`config.mk`:
```
export PLATFORM = sky130hd
export DESIGN_NAME = foc_deadlock_report_ctrl
export DESIGN_NICKNAME = d
export VERILOG_FILES = /design/src/rtl/foc_dlk_pkg.sv /design/src/rtl/foc_dlk_persist_cnt.sv /design/src/rtl/foc_deadlock_report_ctrl.sv
export SDC_FILE = /design/constraint.sdc
export NUM_CORES = 1
export LEC_CHECK = 0
export ABC_AREA = 1
export CELL_PAD_IN_SITES_DETAIL_PLACEMENT = 1
export CELL_PAD_IN_SITES_GLOBAL_PLACEMENT = 2
export CORE_UTILIZATION = 34
export CTS_CLUSTER_DIAMETER = 50
export DETAILED_ROUTE_END_ITERATION = 7
export PLACE_DENSITY = 0.88
export SLEW_MARGIN = 20
export SYNTH_ARGS = -nofsm -noshare
export SYNTH_HDL_FRONTEND = slang
export SYNTH_SLANG_ARGS = --single-unit
export TNS_END_PERCENT = 1
```
`constraint.sdc`:
```
create_clock -name clock -period 3.9 [get_ports clock]
set_input_delay 0.585 -clock clock [delete_from_list [all_inputs] [get_ports clock]]
set_output_delay 0.585 -clock clock [all_outputs]
set_load 0.02 [all_outputs]
```
`src/rtl/foc_dlk_pkg.sv`:
```
// Shared types and defaults for the FOC frontend deadlock report controller.
package foc_dlk_pkg;

    localparam int DEF_N_MON = 8;
    localparam int DEF_CNT_W = 16;
    localparam int DEF_IDX_W = $clog2(DEF_N_MON);

    typedef enum logic [0:0] {
        IDLE = 1'b0,
        SEND = 1'b1
    } state_t;

    // Report record as seen by the status block in the default configuration
    typedef struct packed {
        logic [DEF_IDX_W-1:0] idx;
        logic [DEF_CNT_W-1:0] cycles;
    } rpt_t;

    // Modular add of an offset to an index in a ring of n entries (off < n)
    function automatic int unsigned wrap_add(input int unsigned base,
                                             input int unsigned off,
                                             input int unsigned n);
        int unsigned sum;
        sum = base + off;
        if (sum >= n) begin
            sum = sum - n;
        end else begin
            sum = sum;
        end
        return sum;
    endfunction

endpackage

```
`src/rtl/foc_dlk_persist_cnt.sv`:
```
// Per-instance saturating blocked-duration counter with a threshold-crossing pulse.
module foc_dlk_persist_cnt
    import foc_dlk_pkg::*;
#(
    parameter int CNT_W  = DEF_CNT_W,
    parameter int THRESH = 1024
) (
    input  logic             clock,
    input  logic             reset,
    input  logic             enable,
    input  logic             blk,
    output logic [CNT_W-1:0] cnt,
    output logic             det
);

    localparam logic [CNT_W-1:0] CNT_MAX   = {CNT_W{1'b1}};
    localparam logic [CNT_W-1:0] CNT_ONE   = CNT_W'(1);
    localparam logic [CNT_W-1:0] THRESH_M1 = CNT_W'(THRESH - 1);

    logic [CNT_W-1:0] cnt_r;

    // Run length of consecutive blocked cycles, saturating, cleared when not blocked
    always_ff @(posedge clock) begin
        if (reset) begin
            cnt_r <= {CNT_W{1'b0}};
        end else if (enable && blk) begin
            if (cnt_r != CNT_MAX) begin
                cnt_r <= cnt_r + CNT_ONE;
            end else begin
                cnt_r <= cnt_r;
            end
        end else begin
            cnt_r <= {CNT_W{1'b0}};
        end
    end

    // High in the cycle whose closing edge moves cnt from THRESH-1 to THRESH,
    // so the owner registers its flags on exactly that edge.
    assign cnt = cnt_r;
    assign det = enable && blk && (cnt_r == THRESH_M1);

endmodule

```
`src/rtl/foc_deadlock_report_ctrl.sv`:
```
// Qualifies HLS monitor block flags, keeps sticky status and drains deadlock
// episodes round-robin onto one valid/ready report channel.
module foc_deadlock_report_ctrl
    import foc_dlk_pkg::*;
#(
    parameter int N_MON  = DEF_N_MON,
    parameter int THRESH = 1024,
    parameter int CNT_W  = DEF_CNT_W,
    localparam int IDX_W = $clog2(N_MON)
) (
    input  logic             clock,
    input  logic             reset,
    input  logic             enable,
    input  logic [N_MON-1:0] mon_block,
    input  logic [N_MON-1:0] clear,
    output logic             rpt_valid,
    input  logic             rpt_ready,
    output logic [IDX_W-1:0] rpt_idx,
    output logic [CNT_W-1:0] rpt_cycles,
    output logic [N_MON-1:0] sticky,
    output logic             any_deadlock
);

    logic [CNT_W-1:0] cnt_s [N_MON];
    logic [N_MON-1:0] det_s;
    logic [N_MON-1:0] pending_r;
    logic [N_MON-1:0] sticky_r;
    logic [N_MON-1:0] cap_mask_s;
    logic [IDX_W-1:0] ptr_r;
    logic [IDX_W-1:0] sel_s;
    logic [IDX_W-1:0] cand_s;
    logic             found_s;
    logic             capture_s;
    state_t           state_r;
    logic             rpt_valid_r;
    logic [IDX_W-1:0] rpt_idx_r;
    logic [CNT_W-1:0] rpt_cycles_r;

    for (genvar g = 0; g < N_MON; g++) begin : g_mon
        foc_dlk_persist_cnt #(
            .CNT_W  (CNT_W),
            .THRESH (THRESH)
        ) u_cnt (
            .clock  (clock),
            .reset  (reset),
            .enable (enable),
            .blk    (mon_block[g]),
            .cnt    (cnt_s[g]),
            .det    (det_s[g])
        );
    end

    // First pending index at or after ptr, with wrap
    always_comb begin
        sel_s   = {IDX_W{1'b0}};
        cand_s  = {IDX_W{1'b0}};
        found_s = 1'b0;
        for (int k = 0; k < N_MON; k++) begin
            cand_s = IDX_W'(wrap_add(32'(ptr_r), k, N_MON));
            if (!found_s && pending_r[cand_s]) begin
                sel_s   = cand_s;
                found_s = 1'b1;
            end else begin
                sel_s   = sel_s;
                found_s = found_s;
            end
        end
    end

    // One-hot of the pending bit taken by the scheduler this cycle
    always_comb begin
        capture_s  = (state_r == IDLE) && found_s;
        cap_mask_s = {N_MON{1'b0}};
        if (capture_s) begin
            cap_mask_s[sel_s] = 1'b1;
        end else begin
            cap_mask_s = {N_MON{1'b0}};
        end
    end

    // Pending and sticky flags; a detect on the same edge beats capture or clear
    always_ff @(posedge clock) begin
        if (reset) begin
            pending_r <= {N_MON{1'b0}};
            sticky_r  <= {N_MON{1'b0}};
        end else begin
            pending_r <= (pending_r & ~cap_mask_s) | det_s;
            sticky_r  <= (sticky_r & ~clear) | det_s;
        end
    end

    // Report scheduler FSM with registered channel outputs
    always_ff @(posedge clock) begin
        if (reset) begin
            state_r      <= IDLE;
            rpt_valid_r  <= 1'b0;
            rpt_idx_r    <= {IDX_W{1'b0}};
            rpt_cycles_r <= {CNT_W{1'b0}};
            ptr_r        <= {IDX_W{1'b0}};
        end else begin
            case (state_r)
                IDLE: begin
                    if (found_s) begin
                        rpt_idx_r    <= sel_s;
                        rpt_cycles_r <= cnt_s[sel_s];
                        rpt_valid_r  <= 1'b1;
                        state_r      <= SEND;
                    end else begin
                        rpt_valid_r  <= 1'b0;
                    end
                end
                SEND: begin
                    if (rpt_ready) begin
                        ptr_r       <= IDX_W'(wrap_add(32'(rpt_idx_r), 32'd1, N_MON));
                        rpt_valid_r <= 1'b0;
                        state_r     <= IDLE;
                    end else begin
                        rpt_valid_r <= 1'b1;
                    end
                end
                default: begin
                    rpt_valid_r <= 1'b0;
                    state_r     <= IDLE;
                end
            endcase
        end
    end

    assign rpt_valid    = rpt_valid_r;
    assign rpt_idx      = rpt_idx_r;
    assign rpt_cycles   = rpt_cycles_r;
    assign sticky       = sticky_r;
    assign any_deadlock = |sticky_r;

endmodule

```
Word-level counts from Yosys, hierarchy flattened. Cells that the tools add are included.

Bits in registers: 167. Input port bits: 20. Output and inout port bits: 29. Logic and storage cells: 184.

$add $sub $neg: 25. $lt $le $gt $ge: 20. Equal/unequal tests: 16. Mux-type cells: 50. Bitwise logic cells: 16. Reductions and logical operators: 43.

Operator list (number): adder 16 x 1 -> 16 bit (second input constant) (8); == test 16 x 10 -> 1 bit (second input constant) (8); != test 16 bit (second input constant) (8); 2-to-1 mux 3 bit (17); binary-select mux 16 bit (select 3 bit) (1); greater-or-equal comparator 4 bit (second input constant) (9); < comparator 3 x 4 -> 1 bit (second input constant) (9); 2-to-1 mux 16 bit (2); subtractor 3 x 1 -> 3 bit (second input constant) (9); logical AND 1 bit (25); binary-select mux 1 bit (select 3 bit) (8); 2-to-1 mux 1 bit (19); adder 3 x 3 -> 4 bit (second input constant) (4); AND 8 bit (2); inverter 8 bit (2); OR 8 bit (2); OR reduction 2 bit (8); inverter 1 bit (9); adder 3 x 1 -> 4 bit (second input constant) (2); adder 3 x 2 -> 4 bit (second input constant) (2); 2-to-1 mux 8 bit (1); OR reduction 8 bit (1); logical NOT 1 bit (7); greater-or-equal comparator 3 x 4 -> 1 bit (second input constant) (1); 5 further kinds (6).

Depth between registers and ports, before layout. Gate-level depths: netlist of run 1.

Depth in word-level cells: 34. Depth in mapped cells: 24.

Hierarchy. A second synthesis of run 1 with hierarchy kept.

Cells, all modules: 1781. Area total of the unflattened synthesis: 11233.3 µm².

Modules (own cells, without submodules): foc_dlk_persist_cnt (times used 8, cells each 144, area each 954.7 µm², seq. area each 320.3 µm²); foc_deadlock_report_ctrl (times used 1, cells each 629, area each 3595.9 µm², seq. area each 780.7 µm²).

Least setup slack after synthesis of run 1. OpenSTA, ideal clock, no wires.

Path type: register to register. From: register ptr_r[0]. To: register rpt_cycles_r[3] (netlist: rpt_cycles[3]). Setup time: 0.119 ns. Data arrival time: 2.666 ns. Required time: 3.781 ns. Setup slack: 1.115 ns. Cell stages (with the launch flop): 22. Buffers on the path: 3. Cells stage by stage: dfxtp_1 -> buf_6 -> inv_2 -> buf_6 -> ha_1 -> inv_2 -> nand3_1 -> nand3_2 -> nand2_2 -> nor2_8 -> nand4_4 -> nor2_8 -> nand3_4 -> nand3_2 -> nand2_4 -> buf_2 -> nand2_1 -> nand2_1 -> nand2_1 -> nand3_1 -> nor2_1 -> nor2_2.

Word-level cells in the longest chain between the ends: 30.

Ends and longest elaborated chain: start: declaration (RTL line foc_deadlock_report_ctrl.sv:29) `logic [IDX_W-1:0] ptr_r;`; start signal: assignment (RTL line foc_deadlock_report_ctrl.sv:99) `ptr_r <= {IDX_W{1'b0}};`; start signal: assignment (RTL line foc_deadlock_report_ctrl.sv:114) `ptr_r <= IDX_W'(wrap_add(32'(rpt_idx_r), 32'd1, N_MON));`; branches (longest 30 deep; another with adder 3 x 1 -> 4 bit); end signal: assignment (RTL line foc_deadlock_report_ctrl.sv:98) `rpt_cycles_r <= {CNT_W{1'b0}};`; end signal: assignment (RTL line foc_deadlock_report_ctrl.sv:105) `rpt_cycles_r <= cnt_s[sel_s];`; end: declaration (RTL line foc_deadlock_report_ctrl.sv:37) `logic [CNT_W-1:0] rpt_cycles_r;`.

Parallel ways; which one is timed is not known. The select of a mux whose other input is x is not followed. A chain may end at the register's enable or synchronous reset.

Worst setup path in the final report of run 1.
From: register ptr_r[1]. To: register rpt_cycles_r[7] (netlist: rpt_cycles[7]).

Same word-level chain as after synthesis.

==> results of run 1 <==
## logic make-up after synthesis
group	count (synthesis)	synth area share, %
and+or+nand+nor	809	37.40
buffers and inverters	269	11.39
AOI/OAI and AO/OA	230	12.31
DFF	167	33.49
xor gates and xnor gates	45	4.024
adders and majority gates	11	1.379
## metrics by stage
step,hold WS (ns),setup WS (ns)
floorplan,0.4415,1.115
CTS,0.4851,0.4062
global placement,0.4536,0.5755
detailed placement,0.4701,0.4257
finish,0.4817,0.3563
global route,0.5096,0.08174
## final timing paths
path	startpoint	end	slack, ns
worst max-delay path	ptr_r[1]	rpt_cycles[7]	0.36
worst min register to register	sticky[0]	sticky[0]	0.48
worst max register to register	ptr_r[1]	rpt_cycles[7]	0.36
worst min-delay path	sticky[0]	sticky[0]	0.48
## metal layers
layer | global-route usage, % | up-vias | part of all wire [%]
met2 | 38.70 | 172 | 47
li1 | - | 5036 | -
met5 | 0 | - | 0
met3 | 3.487 | 42 | 3.4
met1 | 30.23 | 4813 | 47
met4 | 7.522 | 0 | 2.3
## sequential cells by signal (all words and copies together), names as in the netlist
name,cells
g_mon.u_cnt.cnt,128
rpt_cycles,16
pending_r,8
sticky,8
ptr_r,3
rpt_idx,3
rpt_valid,1
## power by group through the flow
stage / Combinational [W] / Sequential [W] / Clock [W]
after floorplan: 0.00208 / 0.00202 / 0
after global placement: 0.00266 / 0.00197 / 0
after detailed placement: 0.00271 / 0.00198 / 0
after CTS: 0.00271 / 0.00194 / 0.00175
after global routing: 0.00296 / 0.00195 / 0.00181
final: 0.00269 / 0.00194 / 0.00172
## layout make-up
type                       count  area (um^2)  share of cell area, %
multi-input combinational   1095         5502                  48.30
clock buffer                  20        446.7                  3.922
clock inverter                12        127.6                  1.121
timing repair buffer          65        620.6                  5.449
tap                          384        480.5                  4.218
inverter                     231        869.6                  7.635
sequential                   167         3343                  29.35
## layout by cell type, fill, tap and decap left out, types with 16 or more instances in the layout
cell type / n
inv_1: 219
xor2_1: 34
a21oi_1: 91
nand4_1: 31
nor4_1: 17
o21ai_1: 21
buf_4: 16
nor3_1: 47
nand3_1: 126
o21ai_0: 87
nand2_1: 384
dfxtp_1: 167
nor2_1: 146
clkbuf_16: 17
clkdlybuf4s50_1: 48
## critical path: stages (launching register included)
cell and delay (ns):
dfxtp_1 0.51, inv_2 0.18, ha_1 0.43, inv_2 0.17, nand3_1 0.17, nand3_2 0.13, nand2_2 0.09, nor2_8 0.13
nand4_4 0.15, nor2_8 0.17, nand3_4 0.10, nand3_2 0.12, buf_4 0.46, nand3_1 0.23, nand2_1 0.13, nand2_1 0.08
nand3_1 0.12, nor2_1 0.05, nor2_1 0.07
==> impl_metrics.yaml, run 1 <==
run_status:
  status: "completed"
logic_synthesis:
  syn-instance-count: 1531
  ys_warn_count: 0
  synth_top_area_cell: "dfxtp_1"
  synth.most_common_cell: "nand2_1"
  synth_area_leaders: "dfxtp_1 (33%), nand2_1 (14%), inv_1 (8.2%), nand3_1 (6.3%), nor2_1 (5.5%)"
  synth_area_um2: 9982
  synth_edf_count: 0
  ys_seq_area_share_pct: 33.49
  avgSynthCellArea_um2: 6.520
  yosysTopAreaCellShare_pct: 33.49
  synth-seq-cells: 167
  yosys_most_used_dff: "dfxtp_1"
  synth_commonest_cells: "nand2_1 (384), inv_1 (219), dfxtp_1 (167), nor2_1 (146), nand3_1 (126)"
  synth_cell_type_count: 47
  synth_async_sr_flop_share_pct: 0
  synth_nets: 1562
timing:
  min_period_ns: 3.544
  worst_pin_slew_ns: 1.027
  fin_tns_setup_ns: 0
  hold_viol: 0
  clock_skew_ns: 0.01397
  max-slew-margin-rel_pct: 30.99
  fmax_ghz: 0.2822
  drv_slew: 0
  rsz0062_at_grt: "false"
  setup_viol: 0
  post-route-period-util_pct: 90.86
cts:
  cts_tree: "done"
  root_buffer: "clkbuf_16"
  cts_htree_levels: 4
  cts_setup_buffers: 0
  clkSlewWorstSetupHoldPaths_ns: 0.07
  insertion_delay_ns: 0.45
  cts_buffer_depth: 2
  numCtsBuffers: 17
  ctsHoldBuffers: 0
  post_cts_resized: 0
  cts_sinks: 167
drt:
  via_per_inst: 5.098
  routedWlPerCell_um: 17.08
  drt_iter0_drc: 565
  wirelength_mm: 33.72
  num_vias: 10063
  drcViolationCount: 0
  first_pass_iters: 5
  drtAntennaViolNets: 0
global_route:
  grt_pass1_vias: 10285
  grt_max_degree: 50
  antenna_found_initial: 0
  grt_pass1_wl_mm: 55.10
  track_usage_pct: 23.08
  grt-ovfl-total: 0
pwr:
  power_switching_w: 0.002805
  pwr-share-seq_pct: 30.6
  p_int_w: 0.003544
  p_clk_share_pct: 27.1
  peakVddDrop_uv: 369.3
  sw_frac_of_total_pct: 44.18
  pwr-share-comb_pct: 42.4
  power_w: 0.006349
  p_leak_nw: 4.693
  p_per_area_nw_per_um2: 557.4
floorplanning:
  die_w_um: 173.3
  die_h_um: 173.3
  start_util_pct: 34.68
  row_count: 62
  coreArea_um2: 28780
  design.die.area_um2: 30050
  io_pins: 49
critical_path:
  reg2regPathDepth: 18
  worst_ep_arrival_time_ns: 3.92
  startpoint_type: "register"
  criticalPathCategory: "register to register"
  end_kind: "register"
  cp.required_ns: 4.28
  critPathMaxFanout: 49
place:
  gp_congestion: 0.8768
  dpl_cell_area_um2: 10820
  port-buffer-count: 48
  dp_hpwl_mm: 26.31
  place_inst: 1942
final_layout:
  final_area_um2: 11390
  fin_cells: 1974
  nets: 1608
  drive_gt1_share_pct: 7.170
  final_util_pct: 39.57
  antennaDiodeCount: 0
  num-fill-cells: 3782
  area_growth_pct: 14.10
min_path:
  min_path_cells: 2
  hp-class: "register to register"
flow_run:
  max-cap-violations: 0
Note: power is estimated with default switching activity, not from simulation.
==> run 2: changes to the inputs <==
PLACE_DENSITY = 0.89   (was 0.88)
RECOVER_POWER = 50   (was unset)
clock period = 4.02 ns   (was 3.9 ns; I/O delays follow)
==> impl_metrics.yaml, run 2 (synthesis results as in run 1) <==
run_status:
  status: "completed"
flow_run:
  max-cap-violations: 0
global_route:
  track_usage_pct: 23.02
  grt_pass1_wl_mm: 54.81
  antenna_found_initial: 0
  grt-ovfl-total: 0
  grt_max_degree: 50
  grt_pass1_vias: 10191
min_path:
  hp-class: "register to register"
place:
  port-buffer-count: 48
  dp_hpwl_mm: 26.30
  gp_congestion: 0.8639
  place_inst: 1939
  dpl_cell_area_um2: 10790
drt:
  dr_wl_met3_um: 840
  num_vias: 10045
  via_per_inst: 5.096
  routedWlPerCell_um: 17.17
  wirelength_mm: 33.84
  dr.max_layer_used: "met4"
  first_pass_iters: 5
  drcViolationCount: 0
  met1_length_mm: 15.88
  drtAntennaViolNets: 0
  drt_iter0_drc: 550
  wl_met2_mm: 16.19
final_layout:
  num-fill-cells: 3802
  nets: 1605
  area_growth_pct: 13.75
  largest_reg_flops: 128
  antennaDiodeCount: 0
  final_area_um2: 11350
  drive_gt1_share_pct: 6.679
  final_cell_mix: "nand2_1 (384), inv_1 (219), dfxtp_1 (167)"
  final_common_cell: "nand2_1"
  fin_cells: 1971
timing:
  fmax_ghz: 0.2828
  rsz0062_at_grt: "false"
  setup_viol: 0
  worst_pin_slew_ns: 0.9891
  post-route-period-util_pct: 87.95
  min_period_ns: 3.536
  drv_slew: 0
  hold_viol: 0
  hold_ws_ns: 0.4791
  clock_skew_ns: 0.01791
  max-slew-margin-rel_pct: 33.55
  fin_tns_setup_ns: 0
floorplanning:
  die_h_um: 173.3
  design.die.area_um2: 30050
  row_count: 62
  coreArea_um2: 28780
  start_util_pct: 34.68
  die_w_um: 173.3
  io_pins: 49
pwr:
  power_switching_w: 0.002784
  p_clk_share_pct: 27.6
  pwr-share-comb_pct: 41.8
  sw_frac_of_total_pct: 45.28
  peakVddDrop_uv: 365.8
  p_leak_nw: 4.747
  pwr-share-seq_pct: 30.6
  p_per_area_nw_per_um2: 541.5
  p_int_w: 0.003365
critical_path:
  slowest_delay_ns: 0.48
  cp.depth: 18
  crit_path_cell_trace: "inv_2, ha_1, inv_2, nand3_1, nand3_2, nand2_2, nor2_8, nand4_4, nor2_8, nand3_4, nand3_2, buf_4, nand3_1, nand2_1, nand2_1, nand3_1, nor2_1, nor2_2"
  crit_start: "ptr_r[1]"
  cp.required_ns: 4.41
  rrSetupSlack_ns: 0.48
  critPathTopFamily: "simple AND/OR/NAND/NOR gates"
  r2r_start: "ptr_r[1]"
  cpMaxStageDelayCell: "dfxtp_1"
  criticalPathCategory: "register to register"
  reg2regPathDepth: 18
  startpoint_type: "register"
  cpMostUsedCell: "nand3_1"
  reg2reg_to: "rpt_cycles[5]"
  end_kind: "register"
  critPathMaxFanout: 49
  endpoint: "rpt_cycles[5]"
  path_buf_inv: 3
  worst_ep_arrival_time_ns: 3.93
cts:
  ctsHoldBuffers: 0
  cts_htree_levels: 4
  numCtsBuffers: 17
  cts_setup_buffers: 0
  insertion_delay_ns: 0.45
  cts_sinks: 167
  clkSlewWorstSetupHoldPaths_ns: 0.08
  cts_buffer_depth: 2
  root_buffer: "clkbuf_16"
  cts_tree: "done"
  post_cts_resized: 0
[run 2: how the worst min path moves through the flow]
stage                            from                      to  slack [ns]  cells after the start
2_1_floorplan  g_mon[1].u_cnt.cnt[15]  g_mon[1].u_cnt.cnt[14]        0.44                      2
3_3_place_gp   g_mon[1].u_cnt.cnt[15]  g_mon[1].u_cnt.cnt[14]        0.45                      2
6_report                    sticky[2]               sticky[2]        0.48                      2
5_1_grt                     sticky[0]               sticky[0]        0.51                      2
4_1_cts         g_mon[1].u_cnt.cnt[7]   g_mon[1].u_cnt.cnt[7]        0.48                      2
3_5_place_dp    g_mon[1].u_cnt.cnt[7]   g_mon[1].u_cnt.cnt[7]        0.47                      2
[run 2: power by group through the flow]
| stage | registers [W] | logic, W | clock network, W |
|---|---|---|---|
| after floorplan | 0.00196 | 0.00202 | 0 |
| after global placement | 0.00192 | 0.00255 | 0 |
| after detailed placement | 0.00192 | 0.00259 | 0 |
| after CTS | 0.00188 | 0.00260 | 0.00173 |
| after global routing | 0.00189 | 0.00280 | 0.00180 |
| final | 0.00188 | 0.00257 | 0.00170 |
[run 2: area by class of cell]
type	instances	area, um^2	share of cell area [%]
clock inverter	13	135.1	1.190
timing repair buffer	62	571.8	5.036
sequential	167	3343	29.44
inverter	231	869.6	7.658
multi-input combinational	1095	5502	48.45
tap	384	480.5	4.231
clock buffer	19	452.9	3.989
[run 2: worst min-delay path, cell delays in order (launching register included)]
cell     delay (ns)
dfxtp_1        0.32
nand2_1        0.06
a21oi_1        0.05
[run 2: per-layer routing]
layer	vias to the layer above	track usage [%]
li1	5031	-
met1	4818	29.54
met2	148	39.21
met3	48	3.224
met4	0	8.186
met5	-	0
[run 2: metrics by stage]
stage,power [W],util (%),setup WS (ns)
after floorplan,0.003985,-,1.235
after global placement,0.004469,37.50,0.6786
final,0.006149,39.45,0.4844
after CTS,0.006223,39.54,0.4837
after detailed placement,0.004512,37.50,0.4771
after global routing,0.006489,39.45,0.2236
